### src/rtl/rob_flush_ctrl.sv
// rob_flush_ctrl: mispredict recovery sequencer that walks squashed ROB entries youngest-first, frees their pregs, then truncates the ROB tail
module rob_flush_ctrl #(
    parameter int DEPTH  = 16,
    parameter int TAG_W  = 5,
    parameter int PREG_W = 7
) (
    input  logic              i_clk,
    input  logic              i_rst_n,
    input  logic              i_mispredict,
    input  logic [TAG_W-1:0]  i_mispredict_tag,
    input  logic [TAG_W-1:0]  i_rob_head,
    input  logic [TAG_W-1:0]  i_rob_tail,
    output logic [TAG_W-1:0]  o_rd_idx,
    input  logic [PREG_W-1:0] i_rd_pd_new,
    input  logic              i_rd_has_dest,
    output logic              o_free_valid,
    output logic [PREG_W-1:0] o_free_preg,
    output logic              o_flush_valid,
    output logic [TAG_W-1:0]  o_flush_tag,
    output logic              o_rename_stall,
    output logic              o_busy
);
    typedef enum logic [1:0] {IDLE, WALK, TRUNC} state_t;

    // Tag arithmetic wraps modulo DEPTH, which may be narrower than the tag field
    localparam logic [TAG_W-1:0] MASK = TAG_W'(DEPTH - 1);
    localparam logic [TAG_W-1:0] ONE  = TAG_W'(1);

    state_t             r_state;
    logic [TAG_W-1:0]   r_ptr;
    logic [TAG_W-1:0]   r_stop;
    logic               r_busy;
    logic               r_flush_valid;
    logic [TAG_W-1:0]   r_flush_tag;

    logic [TAG_W-1:0]   w_n_idle;
    logic [TAG_W-1:0]   w_n_trunc;
    logic [TAG_W-1:0]   w_age_new;
    logic [TAG_W-1:0]   w_age_stop;
    logic               w_take;
    logic [TAG_W-1:0]   w_stop_eff;
    logic [TAG_W-1:0]   w_stop_next1;
    logic [TAG_W-1:0]   w_ptr_dec;
    logic               w_walk;

    // Squash counts, relative ages and the effective walk boundary for this cycle
    always_comb begin
        w_n_idle     = (i_rob_tail - i_mispredict_tag - ONE) & MASK;
        w_n_trunc    = (r_stop - i_mispredict_tag) & MASK;
        w_age_new    = (i_mispredict_tag - i_rob_head) & MASK;
        w_age_stop   = (r_stop - i_rob_head) & MASK;
        w_take       = i_mispredict && (w_age_new < w_age_stop);
        w_stop_eff   = (r_state == WALK && w_take) ? i_mispredict_tag : r_stop;
        w_stop_next1 = (w_stop_eff + ONE) & MASK;
        w_ptr_dec    = (r_ptr - ONE) & MASK;
        w_walk       = (r_state == WALK);
    end

    // Recovery FSM: IDLE -> (WALK) -> TRUNC -> IDLE, older mispredicts retarget the boundary
    always_ff @(posedge i_clk or negedge i_rst_n) begin
        if (!i_rst_n) begin
            r_state       <= IDLE;
            r_ptr         <= '0;
            r_stop        <= '0;
            r_busy        <= 1'b0;
            r_flush_valid <= 1'b0;
            r_flush_tag   <= '0;
        end else begin
            case (r_state)
                IDLE: begin
                    if (i_mispredict) begin
                        r_stop <= i_mispredict_tag;
                        r_ptr  <= (i_rob_tail - ONE) & MASK;
                        r_busy <= 1'b1;
                        if (w_n_idle != '0) begin
                            r_state <= WALK;
                        end else begin
                            r_state       <= TRUNC;
                            r_flush_valid <= 1'b1;
                            r_flush_tag   <= i_mispredict_tag;
                        end
                    end
                end
                WALK: begin
                    r_stop <= w_stop_eff;
                    if (r_ptr == w_stop_next1) begin
                        r_state       <= TRUNC;
                        r_flush_valid <= 1'b1;
                        r_flush_tag   <= w_stop_eff;
                    end else begin
                        r_ptr <= w_ptr_dec;
                    end
                end
                TRUNC: begin
                    r_flush_valid <= 1'b0;
                    r_flush_tag   <= '0;
                    if (w_take) begin
                        r_stop <= i_mispredict_tag;
                        r_ptr  <= r_stop;
                        if (w_n_trunc != '0) begin
                            r_state <= WALK;
                        end else begin
                            r_state       <= TRUNC;
                            r_flush_valid <= 1'b1;
                            r_flush_tag   <= i_mispredict_tag;
                        end
                    end else begin
                        r_state <= IDLE;
                        r_busy  <= 1'b0;
                    end
                end
                default: begin
                    r_state       <= IDLE;
                    r_busy        <= 1'b0;
                    r_flush_valid <= 1'b0;
                    r_flush_tag   <= '0;
                end
            endcase
        end
    end

    assign o_rd_idx       = r_ptr;
    assign o_free_valid   = w_walk & i_rd_has_dest;
    assign o_free_preg    = w_walk ? i_rd_pd_new : '0;
    assign o_flush_valid  = r_flush_valid;
    assign o_flush_tag    = r_flush_tag;
    assign o_busy         = r_busy;
    assign o_rename_stall = i_mispredict | r_busy;
endmodule

### config.mk
export PLATFORM = sky130hd
export DESIGN_NAME = rob_flush_ctrl
export DESIGN_NICKNAME = d
export VERILOG_FILES = /design/src/rtl/rob_flush_ctrl.sv
export SDC_FILE = /design/constraint.sdc
export NUM_CORES = 1
export LEC_CHECK = 0
export BUFFER_PORTS_ARGS = -buffer_cell sky130_fd_sc_hd__buf_2
export CAP_MARGIN = 20
export CELL_PAD_IN_SITES_DETAIL_PLACEMENT = 0
export CELL_PAD_IN_SITES_GLOBAL_PLACEMENT = 2
export CORE_UTILIZATION = 29
export CTS_BUF_LIST = sky130_fd_sc_hd__clkbuf_16
export CTS_CLUSTER_DIAMETER = 100
export DETAILED_ROUTE_END_ITERATION = 12
export GPL_TIMING_DRIVEN = 0
export PLACE_DENSITY = 0.74
export SETUP_SLACK_MARGIN = 0.02
export SYNTH_ARGS = -nofsm -noshare
export SYNTH_HDL_FRONTEND = slang
export SYNTH_SLANG_ARGS = --single-unit
### constraint.sdc
create_clock -name i_clk -period 4.05 [get_ports i_clk]
set_input_delay 0.405 -clock i_clk [delete_from_list [all_inputs] [get_ports i_clk]]
set_output_delay 0.405 -clock i_clk [all_outputs]
set_load 0.01 [all_outputs]
==> results.py <==
metrics = {
    "synthesis": {
        "syn_area_sq_um": 1850,
        "synthArstFlopShare": 1.00,
        "synth_seq_area_share": 0.257,
        "synthTopCellsByArea": "dfrtp_1 26%, ha_1 11%, mux2_2 9.1%, xnor2_1 6.2%, a21oi_1 3.8%",
        "yosys_warnings": 0,
        "synth-seq-cells": 19,
        "synth_edf_count": 0,
        "yosysTopAreaCellShare": 0.257,
        "syn_inst": 199,
        "syn_area_per_cell_sq_um": 9.30,
        "yosys.area.top_type": "dfrtp_1",
        "synthesis.nets": 244,
        "ys_types": 44,
        "synthFlopType": "dfrtp_1",
    },
    "power": {
        "switchingPower_mw": 0.852,
        "swShare": 0.458,
        "comb_power_share": 0.676,
        "cell_internal_pwr_mw": 1.01,
        "power-per-cell-area_nw_per_um2": 829,
        "pwr-share-clk": 0.115,
        "p_leak_nw": 1.03,
        "worst_ir_drop_vdd_uv": 389,
        "p_seq_frac": 0.209,
    },
    "critical_path": {
        "worst_setup_path_end_kind": "flip-flop",
        "worstPathMaxFanout": 8,
        "startpoint_type": "flip-flop",
        "crit_type": "reg -> reg",
        "arrival_ns": 3.84,
        "crit_required_ns": 4.19,
    },
    "die": {
        "rows": 28,
        "start_util": 0.307,
        "die_w_um": 81.9,
        "die-area_sq_um": 6700,
        "io_pins": 47,
        "core-area_sq_um": 6030,
        "die_y_um": 81.9,
    },
    "cts": {
        "cts_root_buf": "clkbuf_16",
        "htreeDepth": 1,
        "cts-hold-fix-buffers": 0,
        "clk_latency_ns": 0.26,
        "postCtsSetupBuffers": 0,
        "cts_tree": "done",
        "cts_buffers": 3,
        "numClockSinks": 19,
        "clock_path_buffers": 2,
        "cts_resized": 0,
        "clk_pin_slew_worst_paths_ns": 0.06,
    },
    "final_layout": {
        "fin_area_sq_um": 2240,
        "layout_common_cells": "45 x buf_2, 19 x dfrtp_1, 16 x ha_1",
        "area_growth_pct": 21.2,
        "drive_gt1_frac": 0.297,
        "antenna_cells": 0,
        "final_common_cell": "buf_2",
        "nets": 292,
    },
    "routing": {
        "drt-initial-drc-count": 80,
        "viasPerCell": 4.90,
        "wirelength_mm": 4.55,
        "first_pass_iters": 4,
        "drc": 0,
        "drtAntennaViolNets": 0,
        "wire_per_inst_um": 14.2,
        "route.vias.total": 1572,
    },
    "timing": {
        "setup_tns_ns": 0,
        "finalHoldViolCount": 0,
        "maxSlewHeadroom": 0.548,
        "max_freq_mhz": 270,
        "setup_violations": 0,
        "finalMaxSlewViolations": 0,
        "finClkSkew_ns": 0.00266,
        "rsz0062_at_grt": "no",
        "final.min_clock_period_ns": 3.70,
        "finalCritPeriodShare": 0.914,
        "worst_pin_slew_ns": 0.671,
    },
    "placed_design": {
        "postPlaceCellArea_sq_um": 2160,
        "port_buffers": 43,
        "dp_hpwl_mm": 3.61,
        "place.gp.congestion": 0.810,
    },
    "job": {
        "cap_viol_max_count": 0,
    },
    "outcome": {
        "status": "completed",
    },
    "worst_hold_path": {
        "hp-class": "in -> async",
    },
    "global_routing": {
        "grt_pass1_wl_mm": 7.49,
        "grt_pass1_vias": 1519,
        "grtUsageTotal": 0.149,
        "antenna_found_initial": 0,
        "grt_max_degree": 20,
        "grt-ovfl-total": 0,
    },
}
## metal layers
metal,global-route usage,share of wire,up-vias
li1,-,-,804
met1,0.194,0.49,725
met2,0.260,0.46,39
met3,0.0244,0.044,4
met4,0.0228,0.0057,0
met5,0,0,-
## synth_stat cells (all sizes together), types with 2 or more instances
library cell / count
a21oi: 14
a21o: 4
mux2i: 5
dfrtp: 19
xor2: 3
o31ai: 3
fa: 3
o21ai: 5
o22ai: 4
a211oi: 2
ha: 16
inv: 13
nor2b: 7
nor3: 8
and2: 8
a22o: 5
xnor2: 13
o211ai: 5
nand2: 12
mux2: 15
nand2b: 4
clkbuf: 7
nor2: 5
buf: 2
nand3: 3
## path summary, 6_finish.rpt
path | start | endpoint | slack, ns | cells past startpoint
max in group asynchronous | i_rst_n | r_state[0] | 3.65 | 1
worst min-delay path | i_rst_n | o_rd_idx[1] | 0.09 | 1
worst max register to register | r_stop[0] | o_flush_tag[4] | 0.35 | 13
worst max-delay path | r_stop[0] | o_flush_tag[4] | 0.35 | 13
worst min register to register | o_flush_tag[1] | o_flush_tag[1] | 0.50 | 1
min in group i_clk | i_mispredict_tag[4] | r_stop[4] | 0.41 | 2
## cell families after synthesis
family	Yosys count	share of synthesized area
adders and majority gates	19	0.141
DFF	19	0.257
xor gates and xnor gates	16	0.0757
muxes	20	0.120
and+or+nand+nor	54	0.157
buffers and inverters	22	0.0467
AOI/OAI and AO/OA	49	0.203
## layout make-up
cell class | instances | area, sq um
Fill cell | 663 | 3780
Multi-Input combinational cell | 158 | 1290
Sequential cell | 19 | 475
Timing Repair Buffer | 43 | 215
Tap cell | 75 | 93.8
Clock buffer | 3 | 75.1
Inverter | 13 | 48.8
Buffer | 9 | 37.5
Clock inverter | 1 | 7.51
## stage by stage
stage / total power [mW] / worst slack [ns] / cells / util / hold slack, ns
after floorplan: 1.34 / 0.661 / 199 / - / 0.109
after global placement: 1.65 / 0.123 / 317 / 0.358 / 0.385
after detailed placement: 1.66 / 0.116 / 317 / 0.358 / 0.386
after CTS: 1.88 / 0.337 / 321 / 0.372 / 0.111
after global routing: 2.04 / 0.0415 / 321 / 0.372 / 0.138
final: 1.86 / 0.348 / 321 / 0.372 / 0.0877
## flip-flops by register name (all words and copies together) (netlist names)
signal         flops
o_busy             1
o_flush_tag        5
o_flush_valid      1
o_rd_idx           5
r_state            2
r_stop             5
## power by group through the flow
stage                     Sequential, mW  Combinational (mW)  Clock [mW]
after floorplan                    0.394               0.949           0
after global placement             0.391                1.26           0
after detailed placement           0.393                1.26           0
after CTS                          0.391                1.27       0.220
after global routing               0.403                1.41       0.225
final                              0.388                1.26       0.214
## critical path, cell delays in order, from the launching register on
cell and delay [ns]:
dfrtp_1 0.47, inv_1 0.16, ha_1 0.16, inv_1 0.06, fa_1 0.47, inv_1 0.04, ha_1 0.28, o211ai_2 0.18
o211a_1 0.38, nand4_1 0.16, a211oi_2 0.22, mux2i_2 0.15, o31ai_4 0.45, mux2_2 0.39
(Power assumes the default switching activity.)
